**config.mk**
```make
export PLATFORM = sky130hd
export DESIGN_NAME = cassette_fsk_codec
export DESIGN_NICKNAME = d
export VERILOG_FILES = /design/src/rtl/serialula_pkg.sv /design/src/rtl/cassette_fsk_codec_cas_edge_filter.sv /design/src/rtl/cassette_fsk_codec.sv
export SDC_FILE = /design/constraint.sdc
export NUM_CORES = 1
export LEC_CHECK = 0
export ABC_CLOCK_PERIOD_IN_PS = 4400
export BUFFER_PORTS_ARGS = -buffer_cell sky130_fd_sc_hd__buf_2
export CORE_MARGIN = 2
export CORE_UTILIZATION = 61
export CTS_BUF_LIST = sky130_fd_sc_hd__clkbuf_4 sky130_fd_sc_hd__clkbuf_8
export CTS_CLUSTER_DIAMETER = 100
export DETAILED_ROUTE_END_ITERATION = 8
export GPL_ROUTABILITY_DRIVEN = 0
export GPL_TIMING_DRIVEN = 0
export PLACE_DENSITY = 0.78
export SLEW_MARGIN = 25
export SYNTH_ARGS = -nofsm -noshare
export SYNTH_HDL_FRONTEND = slang
export SYNTH_SLANG_ARGS = --single-unit
export TNS_END_PERCENT = 100
```
**constraint.sdc**
```tcl
create_clock -name clk -period 4.4 [get_ports clk]
set_clock_uncertainty 0.1 [all_clocks]
set_input_delay 0.44 -clock clk [delete_from_list [all_inputs] [get_ports clk]]
set_output_delay 0.44 -clock clk [all_outputs]
set_load 0.05 [all_outputs]
```
**src/rtl/serialula_pkg.sv**
```systemverilog
// Shared timing defaults and tone/data mapping for the serial ULA cassette path.
package serialula_pkg;

  localparam int LONG_THRESH_DEF     = 176;
  localparam int BURST0_POS_DEF      = 8;
  localparam int DCD_THRESH_FERRANTI = 962;
  localparam int DCD_THRESH_VLSI     = 445;
  localparam int BURST_TICKS         = 8;

  typedef enum logic {
    TONE_LOW  = 1'b0,
    TONE_HIGH = 1'b1
  } tone_e;

  // Data 1 is the high tone unless the mapping is reversed.
  function automatic tone_e data_to_tone(input logic data, input logic reverse);
    return (data ^ reverse) ? TONE_HIGH : TONE_LOW;
  endfunction

  function automatic logic tone_to_data(input tone_e tone, input logic reverse);
    return (tone == TONE_HIGH) ^ reverse;
  endfunction

endpackage

```
**src/rtl/cassette_fsk_codec_cas_edge_filter.sv**
```systemverilog
// Cassette input synchroniser, tick-rate glitch filter and one-tick edge pulse.
module cas_edge_filter #(
  parameter int FILTER_LEN = 4
) (
  input  logic clk,
  input  logic reset,
  input  logic tick,
  input  logic cas_in,
  output logic edge_pulse
);

  localparam int CW = $clog2(FILTER_LEN + 1);

  logic          sync1_q, sync1_d;
  logic          sync2_q, sync2_d;
  logic          filt_q, filt_d;
  logic [CW-1:0] cnt_q, cnt_d;
  logic          edge_q, edge_d;

  // The edge pulse is held until the next tick so the rx logic sees it exactly once.
  always_comb begin
    sync1_d = cas_in;
    sync2_d = sync1_q;
    filt_d  = filt_q;
    cnt_d   = cnt_q;
    edge_d  = edge_q;
    if (tick) begin
      edge_d = 1'b0;
      if (sync2_q != filt_q) begin
        if (cnt_q == CW'(FILTER_LEN - 1)) begin
          filt_d = ~filt_q;
          cnt_d  = {CW{1'b0}};
          edge_d = 1'b1;
        end else begin
          cnt_d = cnt_q + CW'(1);
        end
      end else begin
        cnt_d = {CW{1'b0}};
      end
    end else begin
      edge_d = edge_q;
    end
  end

  // State registers.
  always_ff @(posedge clk) begin
    if (reset) begin
      sync1_q <= 1'b0;
      sync2_q <= 1'b0;
      filt_q  <= 1'b0;
      cnt_q   <= {CW{1'b0}};
      edge_q  <= 1'b0;
    end else begin
      sync1_q <= sync1_d;
      sync2_q <= sync2_d;
      filt_q  <= filt_d;
      cnt_q   <= cnt_d;
      edge_q  <= edge_d;
    end
  end

  assign edge_pulse = edge_q;

endmodule

```
**src/rtl/cassette_fsk_codec.sv**
```systemverilog
// Cassette FSK modem: tone phase synthesis for the DAC, data/clock/DCD recovery from cas_in.
// Optional gap-error output rx_err is built when FSK_ERR_DETECT_EN is defined.
module cassette_fsk_codec
  import serialula_pkg::*;
#(
  parameter int TICK_DIV    = 2,
  parameter int FILTER_LEN  = 4,
  parameter int GAP_BITS    = 8,
  parameter int BURST0_POS  = BURST0_POS_DEF,
  parameter int LONG_THRESH = LONG_THRESH_DEF,
  parameter int BIT_LOG2    = 10,
  parameter int SINE_BITS   = 3,
  parameter int HT_BITS     = 10,
  parameter int DCD_THRESH  = DCD_THRESH_FERRANTI
) (
  input  logic                 clk,
  input  logic                 reset,
  input  logic                 motor_on,
  input  logic                 reverse_tones,
  input  logic                 tx_en,
  input  logic                 tx_data,
  output logic                 tx_bit_strobe,
  output logic                 tx_active,
  output logic [SINE_BITS-1:0] tx_phase,
  input  logic                 cas_in,
  output logic                 rx_clk,
  output logic                 rx_data,
  output logic                 dcd
`ifdef FSK_ERR_DETECT_EN
  , output logic               rx_err
`endif
);

  localparam int TW = (TICK_DIV > 1) ? $clog2(TICK_DIV) : 1;

  logic [TW-1:0]        tick_cnt_q, tick_cnt_d;
  logic                 tick_s;
  logic                 edge_s;
  logic [BIT_LOG2-1:0]  bit_cnt_q, bit_cnt_d;
  logic                 txd_q, txd_d;
  logic                 tx_active_q, tx_active_d;
  logic                 tx_bit_strobe_q, tx_bit_strobe_d;
  logic [SINE_BITS-1:0] tx_phase_q, tx_phase_d;
  logic [GAP_BITS-1:0]  gap_q, gap_d;
  logic                 burst_active_q, burst_active_d;
  logic [2:0]           burst_cnt_q, burst_cnt_d;
  logic                 burst_start_s;
  logic                 rx_clk_q, rx_clk_d;
  logic                 long_q, long_d;
  logic                 long_last_q, long_last_d;
  logic                 rx_data_q, rx_data_d;
  logic [HT_BITS-1:0]   ht_cnt_q, ht_cnt_d;
  logic                 dcd_q, dcd_d;
`ifdef FSK_ERR_DETECT_EN
  logic                 rx_err_q, rx_err_d;
`endif

  cas_edge_filter #(.FILTER_LEN(FILTER_LEN)) u_edge_filter (
    .clk        (clk),
    .reset      (reset),
    .tick       (tick_s),
    .cas_in     (cas_in),
    .edge_pulse (edge_s)
  );

  // Receive sample tick divider.
  always_comb begin
    tick_s = (tick_cnt_q == TW'(TICK_DIV - 1));
    if (tick_s) begin
      tick_cnt_d = {TW{1'b0}};
    end else begin
      tick_cnt_d = tick_cnt_q + TW'(1);
    end
  end

  // Transmit: tx inputs are only sampled at the bit boundary so phase is 0 at every boundary.
  always_comb begin
    bit_cnt_d   = bit_cnt_q + BIT_LOG2'(1);
    txd_d       = txd_q;
    tx_active_d = tx_active_q;
    if (&bit_cnt_q) begin
      txd_d       = (data_to_tone(tx_data, reverse_tones) == TONE_HIGH);
      tx_active_d = tx_en;
    end else begin
      txd_d       = txd_q;
      tx_active_d = tx_active_q;
    end
    tx_bit_strobe_d = &bit_cnt_d;
    if (!tx_active_d) begin
      tx_phase_d = {SINE_BITS{1'b0}};
    end else if (txd_d) begin
      tx_phase_d = bit_cnt_d[BIT_LOG2-2 -: SINE_BITS];
    end else begin
      tx_phase_d = bit_cnt_d[BIT_LOG2-1 -: SINE_BITS];
    end
  end

  // Receive: gap measurement, clock bursts and data decision, all advancing on ticks.
  always_comb begin
    gap_d          = gap_q;
    burst_active_d = burst_active_q;
    burst_cnt_d    = burst_cnt_q;
    long_d         = long_q;
    long_last_d    = long_last_q;
    rx_data_d      = rx_data_q;
    burst_start_s  = (gap_q == GAP_BITS'(BURST0_POS)) || (gap_q == GAP_BITS'(LONG_THRESH));
    if (tick_s) begin
      if (edge_s) begin
        gap_d = {GAP_BITS{1'b0}};
      end else if (!(&gap_q)) begin
        gap_d = gap_q + GAP_BITS'(1);
      end else begin
        gap_d = gap_q;
      end
      if (burst_active_q) begin
        burst_cnt_d    = burst_cnt_q + 3'd1;
        burst_active_d = (burst_cnt_q != 3'(BURST_TICKS - 1));
      end else if (burst_start_s) begin
        burst_active_d = 1'b1;
        burst_cnt_d    = 3'd0;
      end else begin
        burst_active_d = 1'b0;
      end
      // An edge wins over the long threshold in the same tick.
      if (edge_s) begin
        long_last_d = long_q;
        long_d      = 1'b0;
        if (long_q) begin
          rx_data_d = tone_to_data(TONE_LOW, reverse_tones);
        end else if (!long_last_q) begin
          rx_data_d = tone_to_data(TONE_HIGH, reverse_tones);
        end else begin
          rx_data_d = rx_data_q;
        end
      end else if (gap_q == GAP_BITS'(LONG_THRESH)) begin
        long_d = 1'b1;
      end else begin
        long_d = long_q;
      end
    end else begin
      gap_d = gap_q;
    end
    rx_clk_d = ~(burst_active_d & burst_cnt_d[0]);
  end

  // Carrier detect: high-tone run length measured every 256 clk.
  always_comb begin
    ht_cnt_d = ht_cnt_q;
    dcd_d    = dcd_q;
    if (bit_cnt_q[7:0] == 8'hFF) begin
      if (!rx_data_q || !motor_on) begin
        ht_cnt_d = {HT_BITS{1'b0}};
      end else if (&ht_cnt_q) begin
        ht_cnt_d = ht_cnt_q;
      end else begin
        ht_cnt_d = ht_cnt_q + HT_BITS'(1);
      end
      dcd_d = (ht_cnt_d >= HT_BITS'(DCD_THRESH));
    end else begin
      dcd_d = dcd_q;
    end
  end

`ifdef FSK_ERR_DETECT_EN
  // Error pulse: residual glitch edge or first arrival at gap saturation.
  always_comb begin
    rx_err_d = rx_err_q;
    if (tick_s) begin
      rx_err_d = (edge_s && (gap_q < GAP_BITS'(4))) ||
                 (!edge_s && (gap_q == {{(GAP_BITS-1){1'b1}}, 1'b0}));
    end else begin
      rx_err_d = rx_err_q;
    end
  end
`endif

  // State registers.
  always_ff @(posedge clk) begin
    if (reset) begin
      tick_cnt_q      <= {TW{1'b0}};
      bit_cnt_q       <= {BIT_LOG2{1'b0}};
      txd_q           <= 1'b0;
      tx_active_q     <= 1'b0;
      tx_bit_strobe_q <= 1'b0;
      tx_phase_q      <= {SINE_BITS{1'b0}};
      gap_q           <= {GAP_BITS{1'b0}};
      burst_active_q  <= 1'b0;
      burst_cnt_q     <= 3'd0;
      rx_clk_q        <= 1'b1;
      long_q          <= 1'b0;
      long_last_q     <= 1'b0;
      rx_data_q       <= 1'b1;
      ht_cnt_q        <= {HT_BITS{1'b0}};
      dcd_q           <= 1'b0;
`ifdef FSK_ERR_DETECT_EN
      rx_err_q        <= 1'b0;
`endif
    end else begin
      tick_cnt_q      <= tick_cnt_d;
      bit_cnt_q       <= bit_cnt_d;
      txd_q           <= txd_d;
      tx_active_q     <= tx_active_d;
      tx_bit_strobe_q <= tx_bit_strobe_d;
      tx_phase_q      <= tx_phase_d;
      gap_q           <= gap_d;
      burst_active_q  <= burst_active_d;
      burst_cnt_q     <= burst_cnt_d;
      rx_clk_q        <= rx_clk_d;
      long_q          <= long_d;
      long_last_q     <= long_last_d;
      rx_data_q       <= rx_data_d;
      ht_cnt_q        <= ht_cnt_d;
      dcd_q           <= dcd_d;
`ifdef FSK_ERR_DETECT_EN
      rx_err_q        <= rx_err_d;
`endif
    end
  end

  assign tx_bit_strobe = tx_bit_strobe_q;
  assign tx_active     = tx_active_q;
  assign tx_phase      = tx_phase_q;
  assign rx_clk        = rx_clk_q;
  assign rx_data       = rx_data_q;
  assign dcd           = dcd_q;
`ifdef FSK_ERR_DETECT_EN
  assign rx_err        = rx_err_q;
`endif

endmodule

```
== Word level (Yosys, flattened, before mapping) ==
Index checks and enable logic that the tools add are counted.

* Eq/ne operators: 8
* Add/subtract/negate cells: 6
* Muxes and demuxes: 23
* Bitwise operators: 6
* Order comparisons: 1
* Reductions and logical operators: 18

{| class="wikitable"
|+ Operators with widths
! operator !! number
|-
| 2-to-1 mux 10 bit || 3
|-
| AND reduction 10 bit || 3
|-
| adder 10 x 1 -> 10 bit (second input constant) || 2
|-
| == test 8 bit (second input constant) || 2
|-
| 2-to-1 mux 8 bit || 2
|-
| 2-to-1 mux 3 bit || 5
|-
| 2-to-1 mux 1 bit || 13
|-
| >= comparator 10 bit (second input constant) || 1
|-
| adder 8 x 1 -> 8 bit (second input constant) || 1
|-
| == test 8 x 4 -> 1 bit (second input constant) || 1
|-
| AND reduction 2 bit || 4
|-
| AND reduction 8 bit || 1
|-
| adder 3 x 1 -> 3 bit (second input constant) || 2
|-
| AND reduction 3 bit || 2
|-
| inverter 1 bit || 4
|-
| nonzero test 2 bit || 2
|-
| OR reduction 2 bit || 2
|-
| == test 3 x 2 -> 1 bit (second input constant) || 1
|-
| != test 3 bit (second input constant) || 1
|-
| logical NOT 1 bit || 2
|-
| logical OR 1 bit || 2
|-
| != test 2 x 1 -> 1 bit (second input constant) || 1
|-
| != test 2 bit (second input constant) || 1
|-
| adder 1 bit (second input constant) || 1
|-
| 3 further kinds || 3
|}

* Register bits: 51

== Logic depth before layout (Yosys ltp) ==
* Depth in word-level cells: 7
* Gate-level depth with buffers: 8

== Modules after synthesis ==
Synthesis repeated with hierarchy kept, for this count alone.

* Cells, all modules: 296
* Area, all modules: 2547.4 um^2

{| class="wikitable"
|+ By module, submodules not included
! module !! seq. area each (um^2) !! cells each !! area each (um^2) !! instances
|-
| cassette_fsk_codec || 880.8 || 269 || 2267.2 || 1
|-
| cas_edge_filter || 140.1 || 27 || 280.3 || 1
|}

== Worst setup path after synthesis ==
Ideal clock, no wire load.

* Path kind: register to register
* From: register ht_cnt_q[0]
* To: register dcd_q (netlist: dcd)
* Path slack: 2.462 ns
* Clock period less this slack: 1.938 ns
* Arrival time: 1.714 ns
* Path buffers: 2
* Stages on the path, launching flop included: 9
* Cells stage by stage: dfxtp_1 -> ha_1 -> buf_2 -> and3_1 -> buf_2 -> nand4_1 -> mux2_2 -> a211oi_1 -> o31ai_1

* Word-level cells in the longest chain between the ends: 5
* Elaborated cells between the ends (all ways): 6
* Classes of those cells: add/sub: 1; order compare: 1; mux: 3; reduce/logical: 1

{| class="wikitable"
|+ RTL lines
! item !! RTL line !! RTL
|-
| start: declaration || cassette_fsk_codec.sv:52 || <nowiki>logic [HT_BITS-1:0] ht_cnt_q, ht_cnt_d;</nowiki>
|-
| start signal: assignment || cassette_fsk_codec.sv:193 || <nowiki>ht_cnt_q <= {HT_BITS{1'b0}};</nowiki>
|-
| start signal: assignment || cassette_fsk_codec.sv:212 || <nowiki>ht_cnt_q <= ht_cnt_d;</nowiki>
|-
| adder 10 x 1 -> 10 bit / AND reduction 10 bit (equally long branches) || cassette_fsk_codec.sv:156, cassette_fsk_codec.sv:153 ||
|-
| 2-to-1 mux 10 bit * || cassette_fsk_codec.sv:153 || <nowiki>end else if (&ht_cnt_q) begin</nowiki>
|-
| 2-to-1 mux 10 bit * || cassette_fsk_codec.sv:151 || <nowiki>if (!rx_data_q || !motor_on) begin</nowiki>
|-
| 2-to-1 mux 10 bit * || cassette_fsk_codec.sv:150 || <nowiki>if (bit_cnt_q[7:0] == 8'hFF) begin</nowiki>
|-
| >= comparator 10 bit * || cassette_fsk_codec.sv:158 || <nowiki>dcd_d = (ht_cnt_d >= HT_BITS'(DCD_THRESH));</nowiki>
|-
| end signal: assignment || cassette_fsk_codec.sv:194 || <nowiki>dcd_q <= 1'b0;</nowiki>
|-
| end signal: assignment || cassette_fsk_codec.sv:213 || <nowiki>dcd_q <= dcd_d;</nowiki>
|-
| end: declaration || cassette_fsk_codec.sv:53 || <nowiki>logic dcd_q, dcd_d;</nowiki>
|}

Every way passes the cells marked *; elsewhere a longest branch is shown, timed or not. The select of a mux whose other input is x is not followed.
A chain may end at the register's enable or synchronous reset.

== Worst setup path in the final report ==
Ends and elaborated chain as after synthesis.

==> flow_summary.toml <==
[power_and_ir_drop]
p_per_area_mw_per_mm2 = 294
ir_drop_v = 0.000166
leakagePower_nw = 0.968

[synthesis]
synth_top_area_frac = 0.407
yosysTopAreaCell = "dfxtp_1"
yosys_register_bits = 51
synth_seq_area_share = 0.407
synth.most_common_cell = "dfxtp_1"
synth_cell_types = 59
synth_edf_count = 0
synth_nets = 303
synth_area_leaders = "dfxtp_1 41%, nor2_1 4.9%, a21oi_1 4.0%"
synthFlopType = "dfxtp_1"
async_flop_share = 0
synth.cell_area_mm2 = 0.00251
synth_commonest_cells = "51 x dfxtp_1, 33 x nor2_1, 23 x nand2_1, 20 x a21oi_1"
syn_inst = 288
avgSynthCellArea_um2 = 8.72
yosys_warnings = 0

[min_path]
worstHoldStart = "cas_in"
holdPathEnd = "u_edge_filter.sync1_q"
min_path_type = "input port to flip-flop"
hold_depth = 2

[detailed_routing]
vias_per_cell = 5.96
remaining_drc_errors = 0
wl_per_cell_um = 14.4
wl_mm = 5.18
first_pass_iters = 4
postRouteAntennaNets = 0
first_iter_violations = 124
vias = 2141

[global_routing]
grt_pass1_wl_mm = 8.47
grt_pass1_vias = 1872
antenna_found_initial = 0
grt_max_degree = 16
gr-total-overflow = 0
grt.total_usage = 0.243

[clock_network]
clk_pin_slew_ns = 0.09
ctsResizeCount = 0
cts_tree = "built"
clk_latency_ns = 0.30
ctsRootBufferMaster = "clkbuf_8"
htreeDepth = 2
clockBufferDepth = 2
cts_hold_buf = 0
clock-sinks = 51
cts_buffers = 5
post_cts_buffers = 0

[flow_run]
max_cap_violations = 0

[outcome]
status = "complete, no violations"

[critical_path]
startpoint_type = "flip-flop"
path_buf_inv = 2
worstPathRequired_ns = 4.48
criticalPathCategory = "flip-flop to flip-flop"
crit_arrival_ns = 2.32
critPathTopFamily = "compound AO/OA/AOI/OAI gates"
cp_common_cell = "buf_2"
worst-r2r-cell-count = 8
worst_path_max_delay_cell = "mux2_2"
cp_cell_sequence = "ha_1 > buf_2 > and3_1 > buf_2 > nand4_1 > mux2_2 > a211oi_1 > o31ai_1"
crit_fanout = 10
r2r_slack_ns = 2.16
critPathMaxStageDelay_ns = 0.36
crit_path_end_kind = "flip-flop"
r2r_end = "dcd"
worstReg2RegStart = "ht_cnt_q[0]"

[layout]
stdcell_count = 359
syn_to_final_growth_pct = 9.22
fillerInstances = 334
nets = 323
drive_gt1_frac = 0.133
antenna_cells = 0

[sta]
period_share = 0.509
setup_viol = 0
max_freq_mhz = 446
relSlewSlack = 0.622
worstMarginPinSlew_ns = 0.566
layout_min_cycle_time_ns = 2.24
final_hold_viol_count = 0
fin_tns_setup_ns = 0
rsz0062_at_grt = "no"
drv_slew = 0

[die]
io_pins = 15
die_h_um = 68.2
fp.dieW_um = 68.2
fp.coreArea_mm2 = 0.00397
die_area_mm2 = 0.00465
std_cell_rows = 23
start_util = 0.632

[place]
portBuffers = 13
placed_cells = 351
dp_hpwl_mm = 3.64
## metal layers
layer	vias to the layer above	global-route usage	part of all wire	wire [um]
met5	-	0	0	0
met4	0	0.0800	0.0083	43
met3	4	0.0510	0.045	234
met2	46	0.414	0.49	2510
met1	1017	0.305	0.46	2390
li1	1074	-	-	-
## stage by stage
step | hold WS, ns | cell area, um^2 | worst slack (ns) | power [mW] | util
detailed placement | 0.333 | 2640 | 2.21 | 0.521 | 0.664
CTS | 0.242 | 2740 | 2.18 | 0.811 | 0.691
finish | 0.247 | 2740 | 2.16 | 0.805 | 0.691
global route | 0.239 | 2740 | 1.93 | 0.831 | 0.691
global placement | 0.339 | 2640 | 2.20 | 0.520 | 0.664
floorplan | 0.314 | 2510 | 2.46 | 0.508 | -
## cell usage in the layout, fill, tap and decap left out, types with 3 or more instances in the layout
cell type,Yosys,routed
a2111oi_1,3,3
a211oi_1,3,3
a21oi_1,20,20
a311oi_1,4,4
a31oi_1,3,3
buf_2,4,17
clkbuf_1,12,12
clkbuf_8,0,7
dfxtp_1,51,51
ha_1,8,8
inv_1,9,9
mux2_2,3,3
mux2i_1,3,3
nand2_1,23,23
nand2b_1,3,3
nand3_1,12,12
nand3b_1,6,6
nand4_1,7,7
nor2_1,33,33
nor2b_1,7,7
nor3_1,9,9
o21ai_0,6,6
xnor2_1,7,7
xor2_1,7,7
## where the power goes
part           switching, mW  internal (mW)  total [mW]
sequential           0.00472          0.467       0.471
combinational         0.0247         0.0141      0.0389
clock                  0.152          0.143       0.295
total                  0.182          0.624       0.805
## state kept, by name, summed over array words and instances, names as in the netlist, 3 cells and up
register	cells
burst_cnt_q	3
gap_q	8
u_edge_filter.cnt_q	3
tx_phase	3
ht_cnt_q	10
bit_cnt_q	10
## final cells by class
class                   instances  area (um^2)  share of cell area
plain buffers                  18         75.1              0.0274
clock buffers                   7         96.3              0.0351
clock inverters                 1         7.51             0.00274
inverters                       9         33.8              0.0123
multi-input cells             210         1380               0.504
flip-flops and latches         51         1020               0.372
well taps                      50         62.6              0.0228
repair buffers                 13         65.1              0.0237
## worst max path at each step
stage,slack [ns],from,endpoint,depth (start not counted)
finish,2.16,ht_cnt_q[0],dcd,8
global route,1.93,bit_cnt_q[0],tx_phase[0],6
CTS,2.18,ht_cnt_q[0],dcd,8
detailed placement,2.21,ht_cnt_q[0],dcd,8
global placement,2.20,ht_cnt_q[0],dcd,8
floorplan,2.46,ht_cnt_q[0],dcd,8
## cell families (layout without fill, tap and decap cells)
logic type      Yosys count  after routing  share of synthesized area
compound gates           56             56                      0.154
buf+inv                  27             48                     0.0433
xor+xnor                 15             15                     0.0553
flops                    51             51                      0.407
mux                       7              7                     0.0309
simple gates            124            124                      0.270
fa+ha+maj                 8              8                     0.0399
No activity file was read; power rests on OpenSTA's default activity.
